`src/rtl/temp_pkg.sv`:
```
// Shared types and constants for the temperature monitor.
// Holds the sequencer state encoding, the sensor's legal raw range,
// the reader restart length and the consecutive-error fault threshold.
package temp_pkg;

  typedef enum logic [1:0] {
    KICK  = 2'd0,
    WAIT  = 2'd1,
    CHECK = 2'd2,
    IDLE  = 2'd3
  } state_t;

  localparam int RST_CYC = 16;
  localparam int FAULT_N = 3;

  // Raw scale is 1/16 degC per LSB: -55 degC .. +125 degC.
  localparam logic signed [15:0] T_MIN_RAW = -16'sd880;
  localparam logic signed [15:0] T_MAX_RAW = 16'sd2000;

  function automatic logic in_range(input logic signed [15:0] t);
    return (t >= T_MIN_RAW) && (t <= T_MAX_RAW);
  endfunction

endpackage

```
`src/rtl/temp_monitor_if.sv`:
```
// Link between the monitor and the 1-wire temperature reader.
// Ports: t_done (result strobe), t_data (raw signed word), sens_rst (reader restart).
// master = reader side, slave = monitor side; no backpressure, results are strobed.
interface temp_monitor_if;
  logic        t_done;
  logic [15:0] t_data;
  logic        sens_rst;

  modport master (output t_done, output t_data, input sens_rst);
  modport slave  (input t_done, input t_data, output sens_rst);
endinterface

```
`src/rtl/temp_avg4.sv`:
```
// 4-sample moving average of accepted temperature samples.
// Latency: avg/avg_valid register one cycle after push; no backpressure.
// Ports: clk, rst_n, push + sample in; avg (floor of sum/4) and avg_valid strobe out.
module temp_avg4 (
  input  logic               clk,
  input  logic               rst_n,
  input  logic               push,
  input  logic signed [15:0] sample,
  output logic signed [15:0] avg,
  output logic               avg_valid
);

  // win[0] is the newest entry, win[3] the oldest.
  logic [3:0][15:0]   win;
  logic signed [17:0] sum;
  logic signed [17:0] sum_nxt;
  logic signed [17:0] s_ext;
  logic signed [17:0] old_ext;
  logic               empty;

  assign s_ext   = {{2{sample[15]}}, sample};
  assign old_ext = {{2{win[3][15]}}, win[3]};

  // The first sample fills the whole window so the average starts at that
  // sample instead of ramping up from zero.
  always_comb begin
    sum_nxt = sum + s_ext - old_ext;
    if (empty) sum_nxt = {sample, 2'b00};
  end

  always_ff @(posedge clk or negedge rst_n) begin
    if (!rst_n) begin
      win       <= '0;
      sum       <= '0;
      avg       <= '0;
      avg_valid <= 1'b0;
      empty     <= 1'b1;
    end else begin
      avg_valid <= push;
      if (push) begin
        sum   <= sum_nxt;
        // Dropping the two LSBs of a two's complement sum is floor(sum/4).
        avg   <= sum_nxt[17:2];
        empty <= 1'b0;
        if (empty) win <= {4{sample}};
        else       win <= {win[2:0], sample};
      end
    end
  end

endmodule

```
`src/rtl/temp_monitor.sv`:
```
// Periodic temperature sequencer: restarts the 1-wire reader, waits for a result,
// range-checks it, averages it and raises over-temperature alarm / sensor fault.
// Latency: t_done to avg_valid 2 cycles, alarm one cycle later; no backpressure.
// Ports: clk, rst_n, sens (reader link), t_hi/t_hyst thresholds;
//        t_avg, avg_valid, alarm, fault, err_cnt status out.
module temp_monitor
  import temp_pkg::*;
#(
  parameter int PERIOD_CYC  = 125000000,
  parameter int TIMEOUT_CYC = 112500000
) (
  input  logic               clk,
  input  logic               rst_n,
  temp_monitor_if.slave      sens,
  input  logic signed [15:0] t_hi,
  input  logic        [7:0]  t_hyst,
  output logic signed [15:0] t_avg,
  output logic               avg_valid,
  output logic               alarm,
  output logic               fault,
  output logic        [7:0]  err_cnt
);

  localparam int PW = $clog2(PERIOD_CYC);
  localparam int TW = $clog2(TIMEOUT_CYC);

  state_t             state, state_nxt;
  logic [PW-1:0]      per_cnt;
  logic [TW-1:0]      to_cnt;
  logic [3:0]         rst_cnt;
  logic [1:0]         cons_cnt;
  logic signed [15:0] t_cap;
  logic               tick;
  logic               to_hit;
  logic               push;
  logic               err;
  logic signed [16:0] clr_thr;
  logic signed [16:0] avg_ext;

  assign tick   = (per_cnt == PW'(PERIOD_CYC - 1));
  assign to_hit = (to_cnt == TW'(TIMEOUT_CYC - 1));

  assign sens.sens_rst = (state == KICK);

  always_comb begin
    state_nxt = state;
    push      = 1'b0;
    err       = 1'b0;
    case (state)
      KICK:  if (rst_cnt == 4'(RST_CYC - 1)) state_nxt = WAIT;
      // A result arriving on the last allowed cycle still counts.
      WAIT: begin
        if (sens.t_done) begin
          state_nxt = CHECK;
        end else if (to_hit) begin
          err       = 1'b1;
          state_nxt = IDLE;
        end
      end
      CHECK: begin
        if (in_range(t_cap)) push = 1'b1;
        else                 err  = 1'b1;
        state_nxt = IDLE;
      end
      // Ticks seen outside IDLE are dropped; the next period picks up.
      IDLE:  if (tick) state_nxt = KICK;
      default: state_nxt = KICK;
    endcase
  end

  always_ff @(posedge clk or negedge rst_n) begin
    if (!rst_n) begin
      state    <= KICK;
      per_cnt  <= '0;
      to_cnt   <= '0;
      rst_cnt  <= '0;
      cons_cnt <= '0;
      t_cap    <= '0;
      fault    <= 1'b0;
      err_cnt  <= '0;
    end else begin
      state <= state_nxt;

      // Each kick re-phases the period so measurements stay aligned to it.
      if (tick || (state_nxt == KICK && state != KICK)) per_cnt <= '0;
      else                                               per_cnt <= per_cnt + 1'b1;

      rst_cnt <= (state == KICK) ? rst_cnt + 1'b1 : '0;
      to_cnt  <= (state == WAIT) ? to_cnt + 1'b1 : '0;

      if (state == WAIT && sens.t_done) t_cap <= sens.t_data;

      if (err) begin
        if (err_cnt != 8'hFF) err_cnt <= err_cnt + 1'b1;
        if (cons_cnt != 2'(FAULT_N)) cons_cnt <= cons_cnt + 1'b1;
        if (cons_cnt >= 2'(FAULT_N - 1)) fault <= 1'b1;
      end else if (push) begin
        // Cleared on the same edge that raises avg_valid.
        cons_cnt <= '0;
        fault    <= 1'b0;
      end
    end
  end

  temp_avg4 u_avg (
    .clk       (clk),
    .rst_n     (rst_n),
    .push      (push),
    .sample    (t_cap),
    .avg       (t_avg),
    .avg_valid (avg_valid)
  );

  // Clear threshold in 17 bits so t_hi - t_hyst cannot wrap near -32768.
  assign clr_thr = {t_hi[15], t_hi} - {9'd0, t_hyst};
  assign avg_ext = {t_avg[15], t_avg};

  always_ff @(posedge clk or negedge rst_n) begin
    if (!rst_n) begin
      alarm <= 1'b0;
    end else if (avg_valid) begin
      if (t_avg > t_hi)           alarm <= 1'b1;
      else if (avg_ext < clr_thr) alarm <= 1'b0;
    end
  end

endmodule

```
`src/flat_wrapper.sv`:
```
// flat-port wrapper written by rule: the top's interface ports become plain ports
module temp_monitor_flat import temp_pkg::*;
#(
  parameter int PERIOD_CYC  = 125000000,
  parameter int TIMEOUT_CYC = 112500000
)
  (clk, rst_n, t_hi, t_hyst, t_avg, avg_valid, alarm, fault, err_cnt, sens_t_done, sens_t_data, sens_sens_rst);
  temp_monitor_if sens_i ();
  input  logic clk;
  input  logic rst_n;
  input  logic signed [15:0] t_hi;
  input  logic        [7:0] t_hyst;
  output logic signed [15:0] t_avg;
  output logic avg_valid;
  output logic alarm;
  output logic fault;
  output logic        [7:0] err_cnt;
  input wire logic [$bits(sens_i.t_done)-1:0] sens_t_done;
  input wire logic [$bits(sens_i.t_data)-1:0] sens_t_data;
  output wire logic [$bits(sens_i.sens_rst)-1:0] sens_sens_rst;
  assign sens_i.t_done = sens_t_done;
  assign sens_i.t_data = sens_t_data;
  assign sens_sens_rst = sens_i.sens_rst;
  temp_monitor #(.PERIOD_CYC(PERIOD_CYC), .TIMEOUT_CYC(TIMEOUT_CYC)) u_core (.clk(clk), .rst_n(rst_n), .sens(sens_i), .t_hi(t_hi), .t_hyst(t_hyst), .t_avg(t_avg), .avg_valid(avg_valid), .alarm(alarm), .fault(fault), .err_cnt(err_cnt));
endmodule
```
`config.mk`:
```
export PLATFORM = sky130hd
export DESIGN_NAME = temp_monitor_flat
export DESIGN_NICKNAME = d
export VERILOG_FILES = /design/src/rtl/temp_pkg.sv /design/src/rtl/temp_monitor_if.sv /design/src/rtl/temp_avg4.sv /design/src/rtl/temp_monitor.sv /design/src/flat_wrapper.sv
export SDC_FILE = /design/constraint.sdc
export NUM_CORES = 1
export LEC_CHECK = 0
export CAP_MARGIN = 10
export CELL_PAD_IN_SITES_DETAIL_PLACEMENT = 1
export CELL_PAD_IN_SITES_GLOBAL_PLACEMENT = 1
export CORE_ASPECT_RATIO = 1.2
export CORE_UTILIZATION = 25
export DETAILED_ROUTE_END_ITERATION = 6
export GPL_TIMING_DRIVEN = 0
export PLACE_DENSITY = 0.54
export SLEW_MARGIN = 20
export SYNTH_ARGS = -nofsm -noshare
export SYNTH_HDL_FRONTEND = slang
export SYNTH_HIERARCHICAL = 1
export SYNTH_SLANG_ARGS = --single-unit
```
`constraint.sdc`:
```
create_clock -name clk -period 3.2 [get_ports clk]
set_input_delay 0.8 -clock clk [delete_from_list [all_inputs] [get_ports clk]]
set_output_delay 0.8 -clock clk [all_outputs]
set_load 0.05 [all_outputs]
```
## Word level (Yosys, flattened, before mapping)

Cells that the tools add are included.

| word-level totals | value |
|---|---|
| output and inout port bits | 28 |
| input port bits | 43 |
| bits in registers | 188 |
| logic and storage cells | 77 |

| cells by class | value |
|---|---|
| reduce and logical (&&, ||, !) cells | 13 |
| equality and inequality tests | 10 |
| add/sub/neg operators | 8 |
| order comparisons | 5 |
| mux-type cells | 24 |

Operators by type and width:

| kind | count |
|---|---|
| two-way mux 64 bit | 1 |
| adder 27 x 1 -> 27 bit, second input constant | 2 |
| equality test 27 bit, second input constant | 2 |
| two-way mux 27 bit | 2 |
| adder 18 x 16 -> 18 bit | 1 |
| two-way mux 18 bit | 1 |
| subtractor 18 x 16 -> 18 bit | 1 |
| less-than comparator 16 x 17 -> 1 bit | 1 |
| subtractor 16 x 9 -> 17 bit | 1 |
| >= comparator 16 x 11 -> 1 bit, second input constant | 1 |
| > comparator 16 bit | 1 |
| less-or-equal comparator 16 x 12 -> 1 bit, second input constant | 1 |
| two-way mux 2 bit | 7 |
| two-way mux 1 bit | 10 |
| adder 8 x 1 -> 8 bit, second input constant | 1 |
| != test 8 bit, second input constant | 1 |
| case mux 2 bit (4 select lines) | 1 |
| AND reduction 2 bit | 4 |
| != test 2 bit, second input constant | 3 |
| nonzero test 2 bit | 3 |
| adder 4 x 1 -> 4 bit, second input constant | 1 |
| equality test 2 bit, second input constant | 2 |
| equality test 4 bit, second input constant | 1 |
| zero test 2 bit | 2 |
| 7 further kinds | 9 |

## Longest topological paths before layout

Gate-level depths: netlist of the first run.

| logic depth | value |
|---|---|
| word-level depth | 8 |
| depth in mapped cells | 16 |
| gate-level depth less buffers | 16 |

## Modules after synthesis

The synthesis of the first run kept the hierarchy.

By module, submodules not included:

| module | area an instance (um^2) | sequential area each (um^2) | cells an instance | times used |
|---|---|---|---|---|
| temp_monitor | 5629.1 | 2202.1 | 582 | 1 |
| temp_avg4 | 5131.2 | 2103.3 | 534 | 1 |

## Worst setup path after synthesis of the first run

OpenSTA, ideal clock, no wires.

| timing path | value |
|---|---|
| kind | input to register |
| start | input t_hi[0] |
| end | register u_core.alarm |
| required time | 3.064 ns |
| stages on the path | 15 |
| setup slack | -0.214 ns |
| arrival | 3.278 ns |
| path through | inv_1 > ha_1 > fa_1 > nor2b_1 > o21ai_0 > a21oi_1 > o21a_1 > nor2_1 > xnor2_1 > ha_1 > and4_1 > a221oi_1 > a21oi_1 > o2111ai_1 > o211ai_1 |

| between the ends | value |
|---|---|
| longest elaborated chain between the ends | 4 |

Ends and longest elaborated chain:

| item | line | source |
|---|---|---|
| start, declared | flat_wrapper.sv:11 | `input logic signed [15:0] t_hi;` |
| subtractor 16 x 9 -> 17 bit | temp_monitor.sv:115 | `assign clr_thr = {t_hi[15], t_hi} - {9'd0, t_hyst};` |
| less-than comparator 16 x 17 -> 1 bit | temp_monitor.sv:123 | `else if (avg_ext < clr_thr) alarm <= 1'b0;` |
| nonzero test 2 bit (no source line) | n/a |  |
| AND reduction 2 bit (no source line) | n/a |  |
| end signal, assigned | temp_monitor.sv:120 | `alarm <= 1'b0;` |
| end signal, assigned | temp_monitor.sv:122 | `if (t_avg > t_hi) alarm <= 1'b1;` |
| end signal, assigned | temp_monitor.sv:123 |  |
| end, declared | temp_monitor.sv:19 | `output logic alarm,` |

Several ways; a longest one is shown, not always the timed one.
A chain may end at the register's enable or synchronous reset.

## Worst setup path in the final report of the first run

| timing path | value |
|---|---|
| start | input t_hyst[0] |
| end | register u_core.alarm |

| between the ends | value |
|---|---|
| longest elaborated chain between the ends | 4 |

Ends and longest elaborated chain:

| item | line | source |
|---|---|---|
| start, declared | flat_wrapper.sv:12 | `input logic [7:0] t_hyst;` |
| subtractor 16 x 9 -> 17 bit | temp_monitor.sv:115 |  |
| less-than comparator 16 x 17 -> 1 bit | temp_monitor.sv:123 |  |
| nonzero test 2 bit (no source line) | n/a |  |
| AND reduction 2 bit (no source line) | n/a |  |

No other way between the ends.

==> impl_results.md, run 1 <==
* Initial Utilization at 0.2558
* Type of the most critical hold path: input pin to asynchronous set/reset pin
* DRT iter0 DRCs at approximately 200
* Die extent in x at 191.4 um
* Final WL at between 20000 and 30000 um
* Clk pin slew, worst setup/hold paths at ~70 ps
* Fin nets at 1351
* Die Y-Extent at 229.3 um
* Dpl cells at around 1.7k
* Register bit total from synthesis at 172
* GRT Util Overall at 0.1373
* Most frequent cells in the layout: dfrtp_1 (170), nor2_1 (107), inv_1 (99)
* Overall power at between 4 and 5 mW
* Vias at ~8.3k
* IO Pins at 71
* Final Skew at 10.49 ps
* H-Tree Level Count at 4
* Warnings, synthesis at 6
* Post-Syn Nets at ~1.2k
* Worst Path Max Fanout at 4
* Worst Max-Slew Pin Slew at between 600 and 700 ps
* PortBufs at 70
* Pin count of the biggest net entering global routing at approximately 70
* Synthesized area per cell at 9.642 um^2
* Count of cell types in the netlist at a little under 80
* Placer's final routability congestion estimate at approximately 0.81
* FMAX at 322.4 MHz
* DR WL/cell at ~16 um
* Dominant synthesized flop cell: dfrtp_1
* Clock tree sinks at 172
* Post-layout instance area at 13170 um^2
* Residual DRC at 0
* Commonest non-fill, non-tap cell in the layout: dfrtp_1
* Fin. Hold Viols at 0
* MaxCap Viol Count at 0
* Leakage dissipation at 6.081 nW
* Vias in the first global route at 8922
* CORE AREA at between 40000 and 50000 um^2
* Cells after Synth at 1116
* Register area at ~4300 um^2
* CP Data Required Time at ~3500 ps
* Number of fill cells at about 4.9k
* Setup crit start kind: input pin
* Drt pass-1 iters at 4
* Multi-input gate area at a little under 6000 um^2
* Hold buffers post-CTS at 0
* Cell Area, Synth at about 11000 um^2
* CTS buffer count at 17
* Worst-skew pair later-pin latency at ~440 ps
* CTS Buffer Depth at 2
* Antenna fix cells at 0
* Outcome: complete, no violations
* Die footprint at 43880 um^2
* Global-route wire length before repair at 47690 um
* CP arrival at between 3000 and 4000 ps
* Site row count at 82
* Non-filler cells, final at 1780
* CTS tree: yes
* Seq/Total Area, Yosys at 0.4001
* Crit path kind: input pin to flop
* Post-DP HPWL at around 22000 um
* Initial antenna violation count at 2
* Post-synth EDFFs at 0
* Setup violators final at 0
* Slew Limit Fails at 0
* Final Critical Period at approximately 3100 ps
* Slew headroom at 0.5510
* Setup TNS at 0 ps
* Async S/R FF share, synth at 1.000
* Synthesis-to-layout area growth at 22.35%
* Post-DP Area at 12220 um^2
* Drt via density at about 4.7
* Period Utilization, post-route at 0.9692
* Critical path endpoint category: flop
* Power Density at approximately 360 nW/um^2
* Share of cells above drive strength 1 at 0.1426
* Antenna viol nets, final at 0
* Overflow left after global routing at 0
* Root buf cell: clkbuf_16
* Maximum VDD drop at 337.2 uV
==> worst paths after layout <==
path,start,end,slack [ps],cells after the start
worst max-delay path,t_hyst[0],u_core/alarm$_DFFE_PN0P_,100,15
worst min-delay path,rst_n,u_core/per_cnt[1]$_DFF_PN0_,240,1
worst max register to register,u_core/t_cap[1]$_DFFE_PN0P_,u_core/u_avg/avg[15]$_DFFE_PN0P_,170,10
worst min register to register,u_core/to_cnt[0]$_DFF_PN0_,u_core/to_cnt[0]$_DFF_PN0_,460,1
max in group asynchronous,rst_n,u_core/u_avg/empty$_DFFE_PN1P_,2270,2
min in group clk,u_core/to_cnt[0]$_DFF_PN0_,u_core/to_cnt[0]$_DFF_PN0_,460,1
==> stage by stage <==
stage / util / hold slack [ps] / setup slack [ps]
finish: 0.3130 / 240.2 / 98.48
global route: 0.3130 / 243.5 / -13.40
CTS: 0.3089 / 232.1 / -63.82
detailed placement: 0.2905 / 459.9 / -957.5
global placement: 0.2891 / 445.9 / -6496
floorplan: - / 423.5 / 1.621
==> layout make-up <==
cell class	count	share of cell area
Buffer	50	0.02262
Clock buffer	23	0.03707
Timing Repair Buffer	86	0.06643
Sequential cell	172	0.3271
Multi-Input combinational cell	785	0.4533
Clock inverter	9	0.01026
Inverter	109	0.03127
Tap cell	546	0.05189
==> routing by layer <==
layer | routed length [um] | up-vias | GRT usage
met5 | 24 | - | 0
met4 | 381 | 4 | 0.03993
met3 | 884 | 27 | 0.02360
met2 | 14680 | 109 | 0.2452
met1 | 12970 | 4119 | 0.1664
li1 | - | 4039 | -
==> registers in the layout (all words and copies together), names as in the netlist <==
signal / cells
u_core/alarm: 1
u_core/u_avg/empty: 1
u_core/to_cnt: 27
u_core/u_avg/old_ext: 16
u_core/per_cnt: 27
u_core/u_avg/sum: 2
u_core/err_cnt: 8
u_core/cons_cnt: 2
u_core/u_avg/avg: 16
u_core/fault: 1
u_core/t_cap: 16
u_core/state: 2
u_core/u_avg/avg_valid: 1
u_core/u_avg/win: 48
u_core/rst_cnt: 4
==> power by group <==
part | internal [mW] | switching (mW) | leakage [nW]
Clock | 1.31 | 0.892 | 0.296
Sequential | 2.17 | 0.000665 | 2.37
Combinational | 0.151 | 0.164 | 3.41
Total | 3.64 | 1.06 | 6.08
==> synthesized netlist by cell type, types with 5 or more instances <==
master | count | area [um^2]
nand2b_1 | 6 | 37.54
a31oi_1 | 13 | 81.33
nand2_1 | 66 | 247.7
inv_1 | 108 | 405.4
buf_2 | 8 | 40.04
a21o_1 | 16 | 120.1
and2_1 | 23 | 143.9
o211ai_1 | 5 | 37.54
nor4_1 | 6 | 37.54
and4_1 | 6 | 52.55
nand3_1 | 36 | 180.2
o21a_1 | 7 | 52.55
fa_1 | 18 | 360.4
mux2_1 | 16 | 180.2
or3_1 | 5 | 31.28
nor2_1 | 110 | 412.9
xnor2_1 | 38 | 332.8
clkbuf_1 | 21 | 78.83
nor2b_1 | 15 | 93.84
and3_1 | 11 | 68.82
o21ai_1 | 13 | 65.06
ha_1 | 69 | 863.3
nor3_1 | 13 | 65.06
mux2_2 | 18 | 202.7
o21ai_0 | 18 | 90.09
nor2_2 | 10 | 62.56
a21oi_1 | 61 | 305.3
xor2_1 | 42 | 367.9
o221ai_1 | 7 | 61.31
dfrtp_1 | 171 | 4279
o31ai_1 | 5 | 37.54
nand4_1 | 23 | 143.9
a211oi_1 | 6 | 45.04
buf_4 | 16 | 120.1
mux2i_1 | 41 | 410.4
==> logic make-up (layout without fill, tap and decap cells) <==
family | count (synthesis) | in the layout | share of synthesized area
fa+ha+maj | 87 | 87 | 0.1137
simple gates | 349 | 349 | 0.1624
xor+xnor | 80 | 80 | 0.06512
mux | 75 | 75 | 0.07372
compound gates | 194 | 194 | 0.1208
buf+inv | 159 | 277 | 0.06407
flops | 172 | 172 | 0.4001
==> critical path: stages <==
cell and delay, ps:
buf_2 110, ha_4 160, fa_2 390, nor2b_4 120, o21ai_2 80, a21oi_4 160
o21a_1 210, nor2_2 70, xnor2_2 140, ha_1 320, and4_4 200, a221oi_2 230
a21oi_1 100, o2111ai_1 210, o211ai_1 120
==> timing repair <==
action | CTS | global route
setup buffers | 4 | 10
pin swaps | 18 | 25
endpoints found under the setup margin | 50 | 72
gates resized for setup | 44 | 47
No activity file was read; power rests on OpenSTA's default activity.
==> inputs of run 2 (changes only) <==
- SLEW_MARGIN: 20 -> 5
==> impl_results.md, run 2 (same netlist as run 1, synthesis figures left out) <==
* Drt via density at 4.657 (-0.11%)
* Vias at 8256 (-0.51%)
* Pin count of the biggest net entering global routing at 105 (+52%)
* Power Density at 347.3 nW/um^2 (-2.6%)
* WP buf/inv at 3 (+2)
* Placer's final routability congestion estimate at 0.8082 (unchanged)
* Residual DRC at 0 (unchanged)
* Root buf cell: clkbuf_16
* CP arrival at 3520 ps (+110 ps)
* Reg2reg start: u_core/t_cap[1]$_DFFE_PN0P_
* CP Data Required Time at 3510 ps (about the same)
* CTS buffer count at 17 (unchanged)
* RSZ-0062 raised after global routing: yes
* Crit path depth at 14 (-1)
* Vias in the first global route at 9040 (+1.3%)
* Type of the most critical hold path: input pin to asynchronous set/reset pin
* Critical path's largest stage delay at 460 ps (+70 ps)
* Antenna fix cells at 0 (unchanged)
* Overall power at 4.507 mW (-4.0%)
* Worst-skew pair later-pin latency at 430 ps (about the same)
* Fin nets at 1344 (-0.52%)
* Setup TNS at -12.30 ps (-12.30 ps)
* Most flop-heavy register: u_core/u_avg/win
* Slew headroom at 0.5629 (+0.01186)
* Die footprint at 43880 um^2 (unchanged)
* Setup violators final at 1 (+1)
* Crit path cell chain: clkdlybuf4s50_1, inv_1, ha_4, a211o_4, o21a_1, buf_4, nor4_2, xnor2_1, ha_1, nand3_1, nand2_1, a21o_1, o2111ai_1, o211ai_1
* GRT Util Overall at 0.1387 (+0.001388)
* Antenna viol nets, final at 0 (unchanged)
* DRT iter0 DRCs at 252 (+23%)
* Dpl cells at 1733 (-0.058%)
* Slowest-stage cell, CP: clkdlybuf4s50_1
* Fin. Hold Viols at 0 (unchanged)
* H-Tree Level Count at 4 (unchanged)
* Synthesis-to-layout area growth at 20.59%
* Period Utilization, post-route at 1.004 (+0.03462)
* Biggest regs: u_core/u_avg/win (48), u_core/per_cnt (27), u_core/to_cnt (27)
* Setup crit start: t_hyst[7]
* Worst reg-to-reg path cell count at 10 (unchanged)
* Post-layout instance area at 12980 um^2 (-1.4%)
* Worst Path Max Fanout at 4 (unchanged)
* Global-route wire length before repair at 48450 um (+1.6%)
* Worst setup endpoint: u_core/alarm$_DFFE_PN0P_
* Die Y-Extent at 229.3 um (unchanged)
* Overflow left after global routing at 0 (unchanged)
* CTS tree: yes
* Setup crit start kind: input pin
* CP delay by family, top: compound AO/OA/AOI/OAI gates
* Final Skew at 10.52 ps (+0.02670 ps)
* Leakage dissipation at 5.939 nW (-2.3%)
* Max FFs per register at 48 (unchanged)
* Outcome: finished, violations left
* FMAX at 311.3 MHz (-3.4%)
* Worst Max-Slew Pin Slew at 652.8 ps (-17.72 ps)
* Initial antenna violation count at 2 (unchanged)
* Initial Utilization at 0.2558 (unchanged)
* Die extent in x at 191.4 um (unchanged)
* Slew Limit Fails at 0 (unchanged)
* Most frequent cells in the layout: dfrtp_1 (170), nor2_1 (108), inv_1 (106)
* Final WL at 28780 um (-0.55%)
* Final worst slack at -12.30 ps (-110.8 ps)
* Commonest non-fill, non-tap cell in the layout: dfrtp_1
* CORE AREA at 42070 um^2 (unchanged)
* R2R setup slack at 190 ps (+20 ps)
* Non-filler cells, final at 1773 (-0.39%)
* MaxCap Viol Count at 0 (unchanged)
* Post-DP HPWL at 21880 um (-0.68%)
* Drt pass-1 iters at 6 (+2)
* Clock tree sinks at 172 (unchanged)
* DR WL/cell at 16.23 um (-0.15%)
* CTS Buffer Depth at 2 (unchanged)
* R2R Path End: u_core/u_avg/avg[15]$_DFFE_PN0P_
* Share of cells above drive strength 1 at 0.1239 (-0.01875)
* Critical path endpoint category: flop
* IO Pins at 71 (unchanged)
* Post-DP Area at 12190 um^2 (-0.23%)
* Failing checks: negative setup slack
* Crit path kind: input pin to flop
* PortBufs at 70 (unchanged)
* Clk pin slew, worst setup/hold paths at 70 ps (about the same)
* Final Critical Period at 3212 ps (+110.8 ps)
* Site row count at 82 (unchanged)
* Maximum VDD drop at 330.6 uV (-1.9%)
==> run 2: cell count changes in the layout (fill, tap and decap cells not counted), moves of 2 or more <==
cell,previous run,this run
clkdlybuf4s50_1,53,61
clkbuf_8,4,1
clkbuf_2,13,10
inv_2,9,3
ha_4,8,6
inv_1,99,106
ha_2,0,2
buf_4,30,24
clkbuf_1,13,18
dlygate4sd2_1,3,5
dlymetal6s2s_1,9,1
==> run 2: per-layer routing <==
| metal | GRT usage | wire length (um) |
|---|---|---|
| met5 | 0 | 23 |
| met1 | 0.1716 | 12990 |
| met3 | 0.02421 | 929 |
| met2 | 0.2431 | 14310 |
| met4 | 0.04092 | 522 |
==> run 2: how the worst min path moves through the flow <==
stage,startpoint,to,slack [ps],cells past startpoint
2_1_floorplan,u_core/to_cnt[0]$_DFF_PN0_,u_core/to_cnt[0]$_DFF_PN0_,420,1
5_1_grt,rst_n,u_core/per_cnt[0]$_DFF_PN0_,350,1
6_report,rst_n,u_core/per_cnt[0]$_DFF_PN0_,310,1
3_3_place_gp,u_core/to_cnt[0]$_DFF_PN0_,u_core/to_cnt[0]$_DFF_PN0_,450,1
4_1_cts,rst_n,u_core/per_cnt[0]$_DFF_PN0_,330,1
3_5_place_dp,u_core/to_cnt[0]$_DFF_PN0_,u_core/to_cnt[0]$_DFF_PN0_,460,1
==> run 2: area by class of cell <==
type                    count  area (um^2)
plain buffers              50        297.8
clock buffers              25        465.4
clock inverters             7        93.84
fillers                  4885        29090
inverters                 109        409.1
multi-input cells         785         5936
flip-flops and latches    172         4307
well taps                 546        683.2
repair buffers             79        784.5
==> run 2: through the flow <==
step	hold slack [ps]	utilization	setup WS, ps
2_1_floorplan	423.5	-	1.621
3_5_place_dp	460.0	0.2898	-950.8
4_1_cts	328.0	0.3068	-96.28
6_report	312.4	0.3085	-12.30
5_1_grt	345.8	0.3085	-125.0
3_3_place_gp	445.9	0.2891	-6496
==> run 2: worst reg2reg max path, delay by kind of cell, from the launching register on <==
kind / cells / cell delay, ps
flops: 1 / 470
compound gates: 5 / 1200
buf+inv: 2 / 160
mux: 1 / 230
fa+ha+maj: 2 / 860
==> run 2: repair_timing <==
item,in CTS,in global routing
pin swaps,18,9
setup endpoints to repair,43,72
resized for setup,38,23
hold buffers,0,0
buffers inserted,8,0
==> run 2: report_power, final <==
part | leakage (nW) | internal [mW] | total, mW | switching [mW]
Combinational | 3.30 | 0.138 | 0.295 | 0.157
Clock | 0.265 | 1.17 | 2.04 | 0.865
Sequential | 2.37 | 2.17 | 2.18 | 0.000800
Total | 5.94 | 3.48 | 4.51 | 1.02
==> inputs of run 3 (changes only) <==
- CAP_MARGIN: 10 -> 20
- CORE_MARGIN: default -> 2
==> impl_results.md, run 3 (same netlist as run 1, synthesis figures left out) <==
* Overflow left after global routing at 0 (unchanged)
* Vias at 8167 (-1.1%)
* Failing checks: negative setup slack
* Residual DRC at 0 (unchanged)
* Pin count of the biggest net entering global routing at 95 (-9.5%)
* Biggest regs: u_core/u_avg/win (48), u_core/per_cnt (27), u_core/to_cnt (27)
* Most flop-heavy register: u_core/u_avg/win
* Final Skew at 11.04 ps (+0.5234 ps)
* Synthesis-to-layout area growth at 21.56%
* Initial Utilization at 0.2521 (-0.003697)
* Critical path endpoint category: flop
* Worst Path Max Fanout at 4 (unchanged)
* Clk pin slew, worst setup/hold paths at 70 ps (about the same)
* Drt via density at 4.599 (-1.2%)
* RSZ-0062 raised after global routing: yes
* Die extent in x at 193.4 um (+1.0%)
* Fin nets at 1341 (-0.22%)
* Post-DP HPWL at 21960 um (+0.40%)
* Slew Limit Fails at 0 (unchanged)
* Drt pass-1 iters at 5 (-1)
* CP Data Required Time at 3510 ps (about the same)
* Global-route wire length before repair at 48020 um (-0.90%)
* Switching share of power at 0.2218 (-0.005306)
* PortBufs at 70 (unchanged)
* Type of the most critical hold path: input pin to asynchronous set/reset pin
* IO Pins at 71 (unchanged)
* Die Y-Extent at 231.3 um (+0.87%)
* R2R setup slack at 180 ps (about the same)
* WHS at 330.6 ps (+18.17 ps)
* Placer's final routability congestion estimate at 0.8171 (+1.1%)
* Clock share of power at 0.487 (+0.035)
* Clock tree sinks at 172 (unchanged)
* Net Sw Power at 1.066 mW (+4.1%)
* CTS buffer count at 17 (unchanged)
* Cell Int Power at 3.740 mW (+7.4%)
* Comb pwr share at 0.060 (-0.006)
* CTS Buffer Depth at 2 (unchanged)
* Critical path's largest stage delay at 460 ps (about the same)
* CP delay by family, top: compound AO/OA/AOI/OAI gates
* Crit path kind: input pin to flop
* Maximum VDD drop at 351.1 uV (+6.2%)
* Hold buffers post-CTS at 0 (unchanged)
* Site row count at 83 (+1.2%)
* Share of cells above drive strength 1 at 0.1266 (+0.002755)
* Flop pwr share at 0.453 (-0.030)
* FMAX at 306.9 MHz (-1.4%)
* Slowest-stage cell, CP: clkdlybuf4s50_1
* Period Utilization, post-route at 1.018 (+0.01425)
* H-Tree Level Count at 4 (unchanged)
* Fin. Hold Viols at 0 (unchanged)
* WP buf/inv at 2 (-1)
* DRT iter0 DRCs at 234 (-7.1%)
* GRT Util Overall at 0.1335 (-0.005207)
* Antenna viol nets, final at 0 (unchanged)
* Final WL at 28640 um (-0.48%)
* Setup crit start kind: input pin
* Root buf cell: clkbuf_16
* Die footprint at 44720 um^2 (+1.9%)
* Final worst slack at -57.90 ps (-45.61 ps)
* MaxCap Viol Count at 0 (unchanged)
* Setup violators final at 1 (unchanged)
* CORE AREA at 42680 um^2 (+1.5%)
* Power Density at 367.4 nW/um^2 (+5.8%)
* DR WL/cell at 16.13 um (-0.65%)
* Slew headroom at 0.5761 (+0.01317)
* Crit path cell chain: clkdlybuf4s50_1, inv_1, ha_4, a211o_4, o21a_1, nor2_2, xnor2_2, ha_1, and4_4, a221oi_2, a21oi_1, o2111ai_1, o211ai_1
* CTS tree: yes
* Antenna fix cells at 0 (unchanged)
* CP arrival at 3570 ps (+50 ps)
* Leakage dissipation at 5.968 nW (+0.49%)
* Max FFs per register at 48 (unchanged)
* Vias in the first global route at 8943 (-1.1%)
* Outcome: finished, violations left
* Final Critical Period at 3258 ps (+45.61 ps)
* Commonest non-fill, non-tap cell in the layout: dfrtp_1
* Initial antenna violation count at 0 (-2)
* Final Util at 0.3065 (-0.002025)
* Most frequent cells in the layout: dfrtp_1 (170), nor2_1 (108), inv_1 (106)
* Worst-skew pair later-pin latency at 440 ps (about the same)
* Worst Max-Slew Pin Slew at 635.9 ps (-16.89 ps)
[run 3: what timing repair did]
| item | in CTS | in global routing |
|---|---|---|
| endpoints found under the setup margin | 59 | 51 |
| pin swaps | 18 | 14 |
| buffers inserted | 4 | 1 |
| gates resized for setup | 36 | 29 |
[run 3: power by group through the flow]
stage                     Clock, mW  Combinational (mW)  Sequential (mW)
final                          2.34               0.290             2.17
after global routing           2.51               0.328             2.17
after CTS                      2.43               0.282             2.17
after detailed placement          0               0.251             2.22
after global placement            0               0.242             2.22
after floorplan                   0               0.102             2.22
[run 3: through the flow]
step | total power, mW | std cells | setup TNS [ps] | instance area [um^2] | setup slack [ps]
6_report | 4.805 | 1776 | -57.90 | 13080 | -57.90
5_1_grt | 5.015 | 1776 | -166.9 | 13080 | -166.9
3_5_place_dp | 2.467 | 1739 | -3414 | 12200 | -1057
4_1_cts | 4.883 | 1775 | -91.86 | 12990 | -91.86
2_1_floorplan | 2.321 | 1116 | 0 | 10780 | 1.621
3_3_place_gp | 2.460 | 1738 | -1098040 | 12170 | -6413
[run 3: path summary, 6_finish.rpt]
check | start | depth (start not counted) | to
max | t_hyst[7] | 13 | u_core/alarm$_DFFE_PN0P_
min | rst_n | 1 | u_core/per_cnt[1]$_DFF_PN0_
max reg2reg | u_core/t_cap[6]$_DFFE_PN0P_ | 9 | u_core/u_avg/avg[15]$_DFFE_PN0P_
min reg2reg | u_core/to_cnt[0]$_DFF_PN0_ | 1 | u_core/to_cnt[0]$_DFF_PN0_
max in group asynchronous | rst_n | 2 | u_core/to_cnt[3]$_DFF_PN0_
min in group clk | u_core/to_cnt[0]$_DFF_PN0_ | 1 | u_core/to_cnt[0]$_DFF_PN0_
[run 3: layer usage]
layer	part of all wire	global-route usage
met3	0.026	0.02386
met4	0.021	0.04509
met2	0.50	0.2360
met1	0.45	0.1633
met5	0	0
[run 3: area by class of cell]
cell class / count / area, um^2
Buffer: 50 / 302.8
Clock buffer: 19 / 452.9
Clock inverter: 13 / 214.0
Fill cell: 4894 / 29600
Inverter: 109 / 409.1
Multi-Input combinational cell: 785 / 5939
Sequential cell: 172 / 4307
Tap cell: 552 / 690.7
Timing Repair Buffer: 76 / 764.5
[run 3: worst register-to-register path, delay by kind of cell, from the launching register on]
family          cells  cell delay (ps)
compound gates      4             1170
fa+ha+maj           2              890
buf+inv             2              150
flops               1              540
mux                 1              210
==> patch: new RTL, flow settings as in run 1 <==
Reset style: synchronous (`rst_n`), changed in 3 clocked blocks.
--- a/src/rtl/temp_avg4.sv
+++ b/src/rtl/temp_avg4.sv
@@ -28,7 +28,7 @@
     if (empty) sum_nxt = {sample, 2'b00};
   end
 
-  always_ff @(posedge clk or negedge rst_n) begin
+  always_ff @(posedge clk) begin
     if (!rst_n) begin
       win       <= '0;
       sum       <= '0;
--- a/src/rtl/temp_monitor.sv
+++ b/src/rtl/temp_monitor.sv
@@ -68,7 +68,7 @@
     endcase
   end
 
-  always_ff @(posedge clk or negedge rst_n) begin
+  always_ff @(posedge clk) begin
     if (!rst_n) begin
       state    <= KICK;
       per_cnt  <= '0;
@@ -115,7 +115,7 @@
   assign clr_thr = {t_hi[15], t_hi} - {9'd0, t_hyst};
   assign avg_ext = {t_avg[15], t_avg};
 
-  always_ff @(posedge clk or negedge rst_n) begin
+  always_ff @(posedge clk) begin
     if (!rst_n) begin
       alarm <= 1'b0;
     end else if (avg_valid) begin
Check against the original RTL: same outputs for any inputs over 10 cycles, from zero or initial values and one cycle with rst_n low; that may be too few to reach the edited logic, so the function may still have changed.
==> patch against run 1 <==
The run now ends with negative setup slack left. Worst hold slack better by 210 ps. Final area is 3.4% lower. Sequential cell count stayed put. Setup slack worse by 190 ps. Non-clock buffer count is 15 higher. Global-route usage is 1.6 points higher. Clock skew is 2.8 ps higher. Die area is 4.0% lower. Wire length is 9.2% higher. Synthesized cell count is 11% higher. Area after synthesis is 4.0% lower. Critical path depth is 1 lower. Critical path type unchanged. Critical endpoint is now u_core/alarm. Highest routed layer is now met4.
Power is not compared: it rests on default switching activity, and its combinational part moved more than twofold at a synthesized area within 25%.
==> patch: results (changes against run 1) <==
[routing]
met2_wirelength_um=15900  ; was 14,700 um
drt_iter0_markers=263  ; was 205
dr_total_vias=8965  ; was 8,298
wl_met1_um=14600  ; was 13,000 um
post_drt_wl_per_cell_um=16.7  ; was 16.3 um

[final_layout]
layout-area-overhead-vs-synth_pct=23.2  ; was 22.3%
layout.comb_gates.multi_input=893  ; was 785
n_clock_buffer=22  ; was 23
layout.cells.non_filler=1897  ; was 1,780
clock_network_area_fraction_pct=4.58  ; was 4.73%
number_of_filler_instances_in_the_final_layout=4827  ; was 4,862
finish.net_count=1477  ; was 1,351

[sta]
timing.hold.ws_ps=453  ; was 240 ps
skew_ps=13.3  ; was 10.5 ps
setup_ws_ps=-92.8  ; was 98.5 ps
fin_tns_setup_ps=-92.8  ; was 0 ps
setup_violations=1  ; was 0
slew_headroom_pct=32.9  ; was 55.1%

[yosys]
synthTopCellsByArea=sky130_fd_sc_hd__dfxtp_1 (33%), sky130_fd_sc_hd__ha_1 (8.4%), sky130_fd_sc_hd__mux2i_1 (5.7%)  ; was sky130_fd_sc_hd__dfrtp_1 (40%), sky130_fd_sc_hd__ha_1 (8.0%), sky130_fd_sc_hd__nor2_1 (3.8%)
async_set_reset_flop_share_out_of_synthesis_pct=0  ; was 100%
syn-cell-area_um2=10300  ; was 10,800 um^2
synthCells=1244  ; was 1,116
ys_types=68  ; was 77
synth_common_cells=sky130_fd_sc_hd__dfxtp_1 (172), sky130_fd_sc_hd__a21oi_1 (111), sky130_fd_sc_hd__inv_1 (111)  ; was sky130_fd_sc_hd__dfrtp_1 (171), sky130_fd_sc_hd__nor2_1 (110), sky130_fd_sc_hd__inv_1 (108)

[critical_path]
reg2reg_depth=11  ; was 10
crit_path_max_fanout=2  ; was 4
cp-startpoint=t_hyst[7]  ; was t_hyst[0]
timing.rr.end=u_core/u_avg/avg[11]  ; was u_core/u_avg/avg[15]

[placed_design]
gp_congestion=0.803  ; was 0.808
io_buffer_count=69  ; was 70

[run_status]
outcome=finished with violations  ; was finished, final reports clean
violations=negative setup slack

[global_route]
grt_met2_usage_pct=27.4  ; was 24.5%
globalRouteMet3Util_pct=1.93  ; was 2.36%

-- patch: cell types whose count changed after synthesis, sizes merged, moves of 18 or more --
cell / before / now
o21ai: 33 / 101
a21oi: 66 / 114
dfrtp: 171 / 0
nand2: 66 / 102
nor3: 14 / 35
dfxtp: 0 / 172
mux2: 34 / 0
mux2i: 41 / 59
clkbuf: 21 / 39
nor2: 120 / 70
-- patch: cell families after synthesis --
logic type	count (synthesis)	synth area share (%)
AO/OA/AOI/OAI	294	16.7
XOR/XNOR	75	6.36
adder cells (fa/ha/maj)	87	11.8
buffers and inverters	179	7.34
flip-flops	172	33.3
multiplexers	59	5.72
AND/OR/NAND/NOR	378	18.7
-- patch: repair_timing --
action                     4_1_cts  5_1_grt
hold buffers                     0        0
setup buffers                   10        6
resized for setup               54       56
setup endpoints to repair        2       17
gates cloned                     0        0
pin swaps                       22       32
